`src/rtl/ifetch_idecode_queue_pkg.sv`:
```
// ============================================================================
//  Module      : ifetch_idecode_queue_pkg
//  Description : Shared types and constants for the fetch-to-decode queue.
//  Revision    : 1.0  initial release
// ============================================================================
`default_nettype none

package ifetch_idecode_queue_pkg;

    typedef logic [31:0] word_t;

    // sll $0,$0,0 encodes as all zeros; decode treats it as a bubble
    localparam word_t       NOP_INSTR    = 32'h0;
    localparam int unsigned FD_LANES_MAX = 4;

    // One fetch bundle as stored in the queue; lanes above LANES stay zero
    typedef struct packed {
        word_t [FD_LANES_MAX-1:0] instr;
        logic  [FD_LANES_MAX-1:0] lane_valid;
        word_t                    pc;
        word_t                    pcplusfour;
    } fd_entry_t;

    localparam fd_entry_t FD_ENTRY_EMPTY = '0;

    // Instruction stored for one lane: invalid lanes are squashed to NOP
    function automatic word_t lane_instr(input word_t instr, input logic valid);
        return valid ? instr : NOP_INSTR;
    endfunction

endpackage

`default_nettype wire

```
`src/rtl/ifetch_idecode_queue_fd_queue_ctrl.sv`:
```
// ============================================================================
//  Module      : fd_queue_ctrl
//  Description : Pointer, occupancy and full/empty control for the
//                fetch-to-decode queue. Resolves flush > enqueue/dequeue.
//  Revision    : 1.0  initial release
// ============================================================================
`default_nettype none

module fd_queue_ctrl
    import ifetch_idecode_queue_pkg::*;
#(
    parameter int DEPTH = 2,
    parameter int PTR_W = $clog2(DEPTH),
    parameter int CNT_W = $clog2(DEPTH) + 1
) (
    input  logic             CLK,
    input  logic             nRST,
    input  logic             ihit,
    input  logic             bundle_nonempty,
    input  logic             deq,
    input  logic             flush,
    output logic             enq_fire,
    output logic [PTR_W-1:0] wr_ptr,
    output logic [PTR_W-1:0] rd_ptr,
    output logic [CNT_W-1:0] count,
    output logic             full,
    output logic             empty
);

    localparam logic [CNT_W-1:0] DEPTH_CNT = CNT_W'(DEPTH);

    logic deq_fire;

    // Handshake qualification; full/empty come from registered count only,
    // so deq never opens a same-cycle slot for fetch
    always_comb begin
        enq_fire = ihit && !full && !flush && bundle_nonempty;
        deq_fire = deq && !empty && !flush;
    end

    // Status derived purely from the occupancy register
    always_comb begin
        full  = (count == DEPTH_CNT);
        empty = (count == '0);
    end

    // Pointer and occupancy state; flush wins over any concurrent traffic
    always_ff @(posedge CLK or negedge nRST) begin
        if (!nRST) begin
            wr_ptr <= '0;
            rd_ptr <= '0;
            count  <= '0;
        end else if (flush) begin
            wr_ptr <= '0;
            rd_ptr <= '0;
            count  <= '0;
        end else begin
            // DEPTH is a power of two, so natural pointer overflow wraps
            if (enq_fire) begin
                wr_ptr <= wr_ptr + PTR_W'(1);
            end
            if (deq_fire) begin
                rd_ptr <= rd_ptr + PTR_W'(1);
            end
            if (enq_fire && !deq_fire) begin
                count <= count + CNT_W'(1);
            end else if (deq_fire && !enq_fire) begin
                count <= count - CNT_W'(1);
            end
        end
    end

endmodule

`default_nettype wire

```
`src/rtl/ifetch_idecode_queue.sv`:
```
// ============================================================================
//  Module      : ifetch_idecode_queue
//  Description : DEPTH-entry queue of LANES-wide fetch bundles between the
//                fetch and decode stages. Head entry drives the outputs;
//                an empty queue presents a NOP bubble.
//  Revision    : 1.0  initial release
// ============================================================================
`default_nettype none

module ifetch_idecode_queue
    import ifetch_idecode_queue_pkg::*;
#(
    parameter int DEPTH = 2,
    parameter int LANES = 1
) (
    input  logic                       CLK,
    input  logic                       nRST,
    input  logic                       ihit,
    input  logic [LANES*32-1:0]        instr_in,
    input  logic [LANES-1:0]           lane_valid_in,
    input  logic [31:0]                pc_in,
    input  logic [31:0]                pcplusfour_in,
    input  logic                       deq,
    input  logic                       flush,
    output logic                       full,
    output logic                       empty,
    output logic [$clog2(DEPTH):0]     count,
    output logic                       valid_out,
    output logic [LANES*32-1:0]        instr_out,
    output logic [LANES-1:0]           lane_valid_out,
    output logic [31:0]                pc_out,
    output logic [31:0]                pcplusfour_out
);

    localparam int PTR_W = $clog2(DEPTH);
    localparam int CNT_W = $clog2(DEPTH) + 1;

    logic                        enq_fire;
    logic [PTR_W-1:0]            wr_ptr;
    logic [PTR_W-1:0]            rd_ptr;
    fd_entry_t                   entries [DEPTH];
    fd_entry_t                   wr_entry;
    fd_entry_t                   head;
    word_t [FD_LANES_MAX-1:0]    wr_instr;
    logic  [FD_LANES_MAX-1:0]    wr_mask;

    fd_queue_ctrl #(
        .DEPTH (DEPTH),
        .PTR_W (PTR_W),
        .CNT_W (CNT_W)
    ) u_ctrl (
        .CLK             (CLK),
        .nRST            (nRST),
        .ihit            (ihit),
        .bundle_nonempty (|lane_valid_in),
        .deq             (deq),
        .flush           (flush),
        .enq_fire        (enq_fire),
        .wr_ptr          (wr_ptr),
        .rd_ptr          (rd_ptr),
        .count           (count),
        .full            (full),
        .empty           (empty)
    );

    // Build the incoming entry lane by lane; lanes beyond LANES are tied off
    generate
        for (genvar l = 0; l < FD_LANES_MAX; l++) begin : g_wr_lane
            if (l < LANES) begin : g_used
                assign wr_instr[l] = lane_instr(instr_in[l*32 +: 32], lane_valid_in[l]);
                assign wr_mask[l]  = lane_valid_in[l];
            end else begin : g_unused
                assign wr_instr[l] = NOP_INSTR;
                assign wr_mask[l]  = 1'b0;
            end
        end
    endgenerate

    // Pack the write-side fields into one queue entry
    always_comb begin
        wr_entry            = FD_ENTRY_EMPTY;
        wr_entry.instr      = wr_instr;
        wr_entry.lane_valid = wr_mask;
        wr_entry.pc         = pc_in;
        wr_entry.pcplusfour = pcplusfour_in;
    end

    // Entry storage; reset clears every slot, flush only moves pointers
    always_ff @(posedge CLK or negedge nRST) begin
        if (!nRST) begin
            for (int i = 0; i < DEPTH; i++) begin
                entries[i] <= FD_ENTRY_EMPTY;
            end
        end else if (enq_fire) begin
            entries[wr_ptr] <= wr_entry;
        end
    end

    // Head selection with bubble substitution; depends only on registers
    always_comb begin
        head      = empty ? FD_ENTRY_EMPTY : entries[rd_ptr];
        valid_out = !empty;
    end

    // Present the head lanes on the flat output buses
    generate
        for (genvar l = 0; l < LANES; l++) begin : g_rd_lane
            assign instr_out[l*32 +: 32] = head.instr[l];
            assign lane_valid_out[l]     = head.lane_valid[l];
        end
    endgenerate

    // Head PCs, already zeroed for the bubble case
    always_comb begin
        pc_out         = head.pc;
        pcplusfour_out = head.pcplusfour;
    end

endmodule

`default_nettype wire

```
`config.mk`:
```
export PLATFORM = sky130hd
export DESIGN_NAME = ifetch_idecode_queue
export DESIGN_NICKNAME = d
export VERILOG_FILES = /design/src/rtl/ifetch_idecode_queue_pkg.sv /design/src/rtl/ifetch_idecode_queue_fd_queue_ctrl.sv /design/src/rtl/ifetch_idecode_queue.sv
export SDC_FILE = /design/constraint.sdc
export NUM_CORES = 1
export LEC_CHECK = 0
export BUFFER_PORTS_ARGS = -buffer_cell sky130_fd_sc_hd__buf_2
export CORE_UTILIZATION = 45
export CTS_BUF_LIST = sky130_fd_sc_hd__clkbuf_16
export DETAILED_ROUTE_END_ITERATION = 8
export PLACE_DENSITY_LB_ADDON = 0.12
export SLEW_MARGIN = 10
export SYNTH_ARGS = -nofsm -noshare
export SYNTH_HDL_FRONTEND = slang
export SYNTH_SLANG_ARGS = --single-unit
export TNS_END_PERCENT = 1
```
`constraint.sdc`:
```
create_clock -name CLK -period 2.22 [get_ports CLK]
set_input_delay 0.444 -clock CLK [delete_from_list [all_inputs] [get_ports CLK]]
set_output_delay 0.444 -clock CLK [all_outputs]
set_load 0.005 [all_outputs]
```
# Yosys cells after proc, flatten, opt, wreduce, memory -nomap -nowiden
# Index checks and enable logic that the tools add are counted.
[totals] elab_cells=59 ff_bits=396 inputBits=102
[op_classes] n_eq_ne=1 n_lt_le_gt_ge=3 n_mux=15 n_reduce_logical=17 n_bitwise=2 add_sub_neg=4
[op_table] op="$mux W100" n=4
[op_table] op="$bwmux W392" n=1
[op_table] op="$demux W196 S1" n=1
[op_table] op="$mux W196" n=1
[op_table] op="$mux W32" n=1
[op_table] op="$logic_and A1 B1 Y1" n=8
[op_table] op="$mux W2" n=3
[op_table] op="$logic_not A1 Y1" n=5
[op_table] op="$ge A2 B2 Y1 const B" n=2
[op_table] op="$mux W1" n=4
[op_table] op="$not A1 Y2" n=2
[op_table] op="$reduce_bool A2 Y1" n=2
[op_table] op="$reduce_bool A3 Y1" n=1
[op_table] op="$add A1 B1 Y1 const B" n=2
[op_table] op="$add A2 B1 Y2 const B" n=1
[op_table] op="$eq A2 B2 Y1 const B" n=1
[op_table] op="$logic_not A2 Y1" n=1
[op_table] op="$lt A2 B1 Y1 const B" n=1
[op_table] op="$sub A2 B1 Y2 const B" n=1

# Logic depth before layout (Yosys ltp)
# Gate-level depths: netlist (run 1).
[depth] ltp_word=10 ltp_mapped=7 depth_no_buf=4

# Cells and area by module
# Synthesis (run 1) repeated with hierarchy kept, for this count alone.
[unflattened] cells_unflattened=716 hier_area_um2=9236.4
[by_module_without_submodules] module="ifetch_idecode_queue" n_inst=1 area_each_um2=9023.7 cells_each=694
[by_module_without_submodules] module="fd_queue_ctrl" n_inst=1 area_each_um2=212.7 cells_each=22

# Worst setup path before layout (run 1)
# No wires, ideal clock.
[synth_timing] path_type="reg2reg" start="reg u_ctrl.count[1]" end="reg entries[234] (netlist name)" path_slack_ps=238 arrival_time_ps=1857 period_less_slack_ps=1982 stages_incl_launch_ff=8 setup_time_ps=125 cell_sequence="dfrtp_1 -> nor2b_1 -> buf_6 -> or4_4 -> buf_6 -> buf_6 -> buf_6 -> mux2_4"
[synth_between] elab_chain_cells=5
[synth_rtl] item="start: declaration" line="ifetch_idecode_queue_fd_queue_ctrl.sv:25" source="output logic [CNT_W-1:0] count,"
[synth_rtl] item="start signal: assignment" line="ifetch_idecode_queue_fd_queue_ctrl.sv:66" source="count <= count + CNT_W'(1);"
[synth_rtl] item="start signal: assignment" line="ifetch_idecode_queue_fd_queue_ctrl.sv:68" source="count <= count - CNT_W'(1);"
[synth_rtl] item="$eq A2 B2 Y1" line="ifetch_idecode_queue_fd_queue_ctrl.sv:43" source="full = (count == DEPTH_CNT);"
[synth_rtl] item="net full" line="ifetch_idecode_queue.sv:25" source="output logic full,"
[synth_rtl] item="$logic_not A1 Y1" line="ifetch_idecode_queue_fd_queue_ctrl.sv:37" source="enq_fire = ihit && !full && !flush && bundle_nonempty;"
[synth_rtl] item="$logic_and A1 B1 Y1 (3 in a row)" line="ifetch_idecode_queue_fd_queue_ctrl.sv:37"
[synth_rtl] item="end signal: indexed assignment" line="ifetch_idecode_queue.sv:95" source="entries[wr_ptr] <= wr_entry;"
[synth_rtl] item="end: declaration" line="ifetch_idecode_queue.sv:41" source="fd_entry_t entries [DEPTH];"
# The timed path passes the listed nets, and every way through them passes these cells.
# A chain may end at the register's enable or synchronous reset.

# Worst setup path in the final report (run 1)
[layout_timing] start="reg u_ctrl.rd_ptr" end="out instr_out[24]"
[layout_between] elab_chain_cells=5
[layout_rtl] item="start: declaration" line="ifetch_idecode_queue_fd_queue_ctrl.sv:24" source="output logic [PTR_W-1:0] rd_ptr,"
[layout_rtl] item="start signal: assignment" line="ifetch_idecode_queue_fd_queue_ctrl.sv:63" source="rd_ptr <= rd_ptr + PTR_W'(1);"
[layout_rtl] item="$not A1 Y2 (not written as such)" line="ifetch_idecode_queue.sv:101" source="head = empty ? FD_ENTRY_EMPTY : entries[rd_ptr];"
[layout_rtl] item="$mux W100 (not written as such) (3 in a row)" line="ifetch_idecode_queue.sv:101"
[layout_rtl] item="$mux W100" line="ifetch_idecode_queue.sv:101"
[layout_rtl] item="end: declaration" line="ifetch_idecode_queue.sv:29" source="output logic [LANES*32-1:0] instr_out,"
# No other way between the ends. The select of a mux whose other input is x is not followed.

==> results of run 1 <==
Yosys cell counts:
cell type  instances  area share, %
buf_1              7           0.29
inv_2              1          0.041
dfrtp_1          198             54
or2_2              2           0.14
nor2b_1            1          0.068
clkbuf_1          15           0.61
o21ai_0            3           0.16
buf_2             18           0.98
and2_1            33            2.3
nor2_1            98            4.0
a21oi_1            2           0.11
or3_1              1          0.068
mux2i_1           97             11
o21bai_1           1          0.082
nand3_1            1          0.055
or4_4              1           0.12
xor2_1             1          0.096
nand3b_1           2           0.16
nand2b_1           1          0.068
mux2_4            29            4.8
nor4b_4            1           0.26
nor4bb_1           1           0.11
buf_6              6           0.74
nand2_1            2          0.082
mux2_2           163             20
a31oi_1            1          0.068
power by group through the flow:
stage               clock network, mW  registers [mW]  logic (mW)
global route                     3.44            4.85        1.91
floorplan                           0            4.70        1.22
finish                           3.22            4.76        1.73
detailed placement                  0            4.82        1.71
global placement                    0            4.76        1.63
CTS                              3.31            4.76        1.76
layout make-up:
| type | instances | area (µm²) | share of cell area, % |
|---|---|---|---|
| clock buffers | 17 | 425.4 | 3.770 |
| clock inverters | 15 | 192.7 | 1.708 |
| inverters | 1 | 8.758 | 0.07762 |
| multi-input cells | 441 | 3974 | 35.22 |
| flip-flops and latches | 198 | 4959 | 43.95 |
| well taps | 265 | 331.6 | 2.939 |
| repair buffers | 225 | 1393 | 12.34 |
kinds of logic after synthesis:
kind of cell | count (synthesis)
buffers and inverters | 47
muxes | 289
AOI/OAI and AO/OA | 7
and+or+nand+nor | 144
xor gates and xnor gates | 1
DFF | 198
critical path: cells and delay by family, from the launching register on:
| kind | cells | cell delay, ns |
|---|---|---|
| buffers and inverters | 2 | 0.38 |
| multiplexers | 1 | 0.31 |
| AND/OR/NAND/NOR | 1 | 0.09 |
| flip-flops | 1 | 0.49 |
registers in the layout, indices dropped and copies added (netlist names):
register and flops:
u_ctrl.wr_ptr 1, entries 194, u_ctrl.count 2, u_ctrl.rd_ptr 1
path summary, 6_finish.rpt:
path	start	endpoint	slack [ns]
max in group asynchronous	nRST	entries[227]	0.98
setup / recovery	u_ctrl.rd_ptr	instr_out[24]	0.08
min in group asynchronous	nRST	entries[244]	0.57
hold reg to reg	entries[64]	entries[64]	0.48
hold / removal	pcplusfour_in[8]	entries[204]	0.26
setup reg to reg	u_ctrl.count[1]	entries[251]	0.16
placed cells by master (no fill, tap or decap), types with 2 or more instances in the layout:
cell type,n
a21oi_1,2
and2_1,33
buf_12,8
buf_16,5
buf_2,202
buf_4,8
bufinv_16,3
clkbuf_16,17
clkinv_2,2
clkinv_4,3
clkinvlp_4,2
dfrtp_1,197
inv_6,3
inv_8,3
mux2_2,163
mux2_4,29
mux2i_1,96
nand2_1,2
nand3b_1,2
nor2_1,98
o21ai_0,3
per-layer routing:
metal	up-vias	GRT usage [%]	wire [µm]
met4	2	4.875	180
met3	15	5.857	1161
li1	2757	-	-
met2	144	35.22	10410
met5	-	0	13
met1	3029	25.94	9130
stage by stage:
stage | worst slack (ns) | std cells
after global placement | 0.2460 | 1124
after CTS | 0.03223 | 1162
final | 0.07664 | 1162
after global routing | 0.002796 | 1162
after detailed placement | 0.2032 | 1124
after floorplan | 0.2377 | 686
repair_timing:
action / in CTS / in global routing
resized for setup: 8 / 3
setup buffers: 2 / 0
hold buffers: 1 / 0
gates cloned: 3 / 0
endpoints found under the hold margin: 1 / 0
endpoints found under the setup margin: 98 / 53
==> flow_summary_export.csv, run 1 <==
group,metric,value,unit
outcome,status,"finished clean",
logic_synthesis,number_of_instances_in_the_synthesized_netlist,686,
timing,setup_viol,0,
cts,clk_latency,0.42,ns
logic_synthesis,netlist-cell-type-count,26,
layout,layout-drive-gt1-share,50.72,%
logic_synthesis,avgSynthCellArea,13.36,µm²
timing,worst_pin_slew,0.6026,ns
logic_synthesis,synthXorXnorAreaFrac,0.09555,%
critical_path,worst_ep_required_time,1.78,ns
logic_synthesis,synth_sequential_area_ratio,54.05,%
logic_synthesis,synth.area.mux_share,35.37,%
min_path,hold_depth,2,
cts,tritoncts,"built",
power,clkPwrFrac,33.2,%
grt,grt_pass1_vias,6361,
layout,stdcell_area,11280,µm²
power,power_report.internal_total,7.224,mW
routing,wl,20.90,mm
timing,period_share,96.55,%
layout,final_net_count,986,
die,dieArea,20940,µm²
power,max-vdd-ir-drop,0.4785,mV
cts,clock_tree.buffer_depth,2,
timing,fin_crit,2.143,ns
routing,dr_total_vias,5947,
logic_synthesis,synth-adder-area-share,0,%
timing,setup-tns-final,0,ns
timing,maxSlewViolCount,0,
die,initial_core_util,46.49,%
critical_path,cp.arrival,1.70,ns
run,cap_viol_max_count,0,
logic_synthesis,yosys_warnings,0,
layout,diodes,0,
die,row_count,51,
timing,grt_setup_unrepaired,"no",
die,die_h,144.7,µm
critical_path,cpMaxStageDelayCell,"dfrtp_4",
critical_path,series_of_cell_instances_along_the_critical_path,"buf_16 -> mux2i_1 -> nor2_1 -> buf_2",
power,report.power.total,9.699,mW
cts,clk_pin_slew_worst_paths,0.07,ns
place,cell_area_after_placement,10520,µm²
routing,post_drt_via_cell_ratio,5.118,
timing,fin_hold_ws,0.2606,ns
timing,finalClockSkew,0.008873,ns
cts,master_cell_of_the_clock_root_buffer,"clkbuf_16",
critical_path,worst-r2r-cell-count,5,
grt,global_route.usage.total,20.68,%
grt,antenna_violations_before_repair,2,
routing,detail_route.wl_per_cell,17.98,µm
routing,detail_route.iter0.violations,254,
layout,filler_cell_count,1656,
power,power.density,859.6,nW/µm²
cts,numCtsBuffers,17,
critical_path,start_kind,"flop",
power,power.net_switching,2.475,mW
grt,grt_overflow_total,0,
logic_synthesis,register_bit_total_from_synthesis,198,
timing,max_freq,466.6,MHz
power,comb_power_share,17.8,%
logic_synthesis,synth-simple-area-share,7.398,%
layout,utilization,57.22,%
min_path,hold_path.class,"in2reg",
layout,layout-area-overhead-vs-synth,23.10,%
timing,timing.max_slew.rel_slack,59.83,%
grt,grt_first_pass_wirelength,32.81,mm
die,core_area,19720,µm²
power,total_leakage_power,5.392,nW
place,io_buffer_count,203,
logic_synthesis,synth_area,9166,µm²
logic_synthesis,synth-compound-area-share,0.4232,%
critical_path,crit_path_end_kind,"output port",
logic_synthesis,synth_top_family_by_area,"multiplexers",
routing,drtPass1Iterations,4,
die,die_w,144.7,µm
routing,antenna_violating_nets_post_route,0,
critical_path,worstSetupPathType,"reg2out",
critical_path,cpPeakStageDelay,0.49,ns
place,place_hpwl,13.31,mm
cts,cts.htree.levels,4,
place,gp_congestion,0.7870,
cts,clock-sinks,198,
die,design.portCount,204,
routing,post-route-drc-count,0,
critical_path,worstPathMaxFanout,30,
grt,grt_max_degree,63,
logic_synthesis,postSynthNetCount,788,
timing,finalHoldViolations,0,
power,p_sw_share,25.51,%
power,seq_power_share,49.0,%
No activity file was read; power rests on OpenSTA's default activity.
==> inputs of run 2 (changes only) <==
BUFFER_PORTS_ARGS = -buffer_cell sky130_fd_sc_hd__buf_4   (was -buffer_cell sky130_fd_sc_hd__buf_2)
==> run 2 against run 1 <==
Die area stayed put. Via count is 1.5% higher. Hold slack worse by 0.24 ns. Power is 0.23% higher. Sequential share of layout area is 2.3 points lower. Highest routed layer is now met4.
==> flow_summary_export.csv, run 2 (synthesis results as in run 1) <==
group,metric,value,unit
timing,setup_viol,0,
layout,final_net_count,996,
critical_path,worst_r2r_endpoint,"entries[40]",
critical_path,critical-path-top-cell-by-count,"buf_12",
critical_path,worstSetupPathType,"reg2out",
layout,stdcell_area,11910,µm²
place,dp_cells,1136,
outcome,status,"finished clean",
power,power_report.internal_total,7.235,mW
timing,worst_pin_slew,0.6073,ns
layout,top_register,"entries",
critical_path,worst_ep_required_time,1.78,ns
routing,antenna_violating_nets_post_route,0,
power,p_sw_share,25.57,%
cts,clock-sinks,198,
power,max-vdd-ir-drop,0.5321,mV
power,seq_power_share,48.9,%
critical_path,cpMaxStageDelayCell,"dfrtp_4",
critical_path,reg2reg_slack,0.18,ns
layout,layout-area-overhead-vs-synth,29.88,%
die,core_area,19720,µm²
timing,finalHoldViolations,0,
die,dieArea,20940,µm²
critical_path,start_kind,"flop",
cts,clk_latency,0.42,ns
layout,most-common-layout-cells,"buf_4, dfrtp_1, mux2_2",
routing,detail_route.iter0.violations,142,
cts,cts.htree.levels,4,
critical_path,cp_num_buf_inv,3,
cts,clock_tree.buffer_depth,2,
cts,clk_pin_slew_worst_paths,0.07,ns
power,total_leakage_power,5.541,nW
layout,top_regs,"entries: 194 flops, u_ctrl.count: 2 flops",
grt,grt_max_degree,74,
cts,numCtsBuffers,17,
run,cap_viol_max_count,0,
power,power.density,816.5,nW/µm²
grt,grt_pass1_vias,6371,
critical_path,crit_path_end_kind,"output port",
grt,grt_overflow_total,0,
cts,master_cell_of_the_clock_root_buffer,"clkbuf_16",
die,initial_core_util,46.49,%
routing,dr_total_vias,6037,
layout,filler_cell_count,1586,
timing,maxSlewViolCount,0,
place,io_buffer_count,203,
place,gp_congestion,0.7797,
timing,period_share,96.98,%
grt,grt_first_pass_wirelength,32.50,mm
critical_path,series_of_cell_instances_along_the_critical_path,"buf_12 -> buf_12 -> mux2i_1 -> nor2_1 -> buf_4",
place,dp_worst_setup_slack,0.2160,ns
timing,max_freq,464.5,MHz
layout,final-instance-count-excl-fill,1172,
critical_path,worstReg2RegStart,"u_ctrl.count[1]",
layout,utilization,60.38,%
critical_path,cp.arrival,1.71,ns
cts,cts_hold_buf,0,
critical_path,path_delay_family,"buffers and inverters",
layout,layout-drive-gt1-share,51.38,%
grt,global_route.usage.total,20.40,%
die,row_count,51,
timing,finalWorstSetupSlack,0.06696,ns
timing,timing.max_slew.rel_slack,59.51,%
power,clkPwrFrac,31.8,%
critical_path,worstPathMaxFanout,14,
place,cell_area_after_placement,11180,µm²
grt,antenna_violations_before_repair,0,
routing,wl,20.84,mm
die,design.portCount,204,
layout,diodes,0,
timing,fin_crit,2.153,ns
place,place_hpwl,13.99,mm
cts,tritoncts,"built",
layout,largest_register_ffs,194,
routing,detail_route.wl_per_cell,17.78,µm
layout,mostFrequentLayoutCell,"buf_4",
routing,drtPass1Iterations,4,
min_path,hold_path.class,"in2async",
routing,post_drt_via_cell_ratio,5.151,
die,die_h,144.7,µm
die,die_w,144.7,µm
routing,post-route-drc-count,0,
timing,grt_setup_unrepaired,"yes",
critical_path,worst-r2r-cell-count,5,
power,comb_power_share,19.2,%
critical_path,cpPeakStageDelay,0.47,ns
power,power.net_switching,2.486,mW
timing,finalClockSkew,0.009418,ns
run 2: power by group through the flow:
| stage | Clock [mW] | Sequential [mW] | Combinational, mW |
|---|---|---|---|
| after global routing | 3.34 | 4.86 | 2.04 |
| final | 3.09 | 4.76 | 1.87 |
| after floorplan | 0 | 4.70 | 1.22 |
| after global placement | 0 | 4.76 | 1.78 |
| after detailed placement | 0 | 4.83 | 1.85 |
| after CTS | 3.18 | 4.76 | 1.89 |
run 2: routing by layer:
layer | vias to the layer above | part of all wire, % | global-route usage (%)
li1 | 2786 | - | -
met3 | 11 | 4.8 | 4.837
met1 | 3101 | 44 | 25.80
met4 | 0 | 0.73 | 4.986
met5 | - | 0 | 0
met2 | 139 | 50 | 35.12
run 2: metrics by stage:
step / hold WS (ns) / setup TNS (ns) / total power, mW
after floorplan: 0.1484 / 0 / 5.919
after global placement: 0.4512 / 0 / 6.541
after detailed placement: 0.4604 / 0 / 6.680
after CTS: 0.03767 / 0 / 9.827
after global routing: 0.04199 / -0.002083 / 10.24
final: 0.01779 / 0 / 9.721
run 2: cell type report:
| type | instances | area [µm²] | area share, % |
|---|---|---|---|
| sequential | 198 | 4960 | 41.66 |
| multi-input combinational | 441 | 3974 | 33.38 |
| timing repair buffer | 235 | 2031 | 17.06 |
| clock buffer | 17 | 425.4 | 3.573 |
| tap | 265 | 331.6 | 2.785 |
| clock inverter | 15 | 167.7 | 1.408 |
| inverter | 1 | 16.27 | 0.1366 |
run 2: worst max-delay path by stage:
stage / slack [ns] / start / endpoint / cells past startpoint
6_report: 0.07 / u_ctrl.rd_ptr / pcplusfour_out[19] / 5
5_1_grt: -0.002 / u_ctrl.count[0] / pcplusfour_out[27] / 5
4_1_cts: 0.04 / u_ctrl.rd_ptr / pcplusfour_out[19] / 5
3_5_place_dp: 0.22 / ihit / entries[37] / 5
3_3_place_gp: 0.28 / ihit / entries[37] / 5
2_1_floorplan: 0.24 / u_ctrl.count[1] / entries[234] / 7
run 2: worst reg2reg max path: cells and delay by family (launching register included):
kind          cells  cell delay [ns]
flops             1             0.38
simple gates      2             0.60
buf+inv           2             0.54
mux               1             0.40
run 2: timing repair:
| action | 4_1_cts | 5_1_grt |
|---|---|---|
| setup buffers | 1 | 0 |
| gates cloned | 2 | 1 |
| setup endpoints to repair | 86 | 9 |
| gates resized for setup | 7 | 2 |
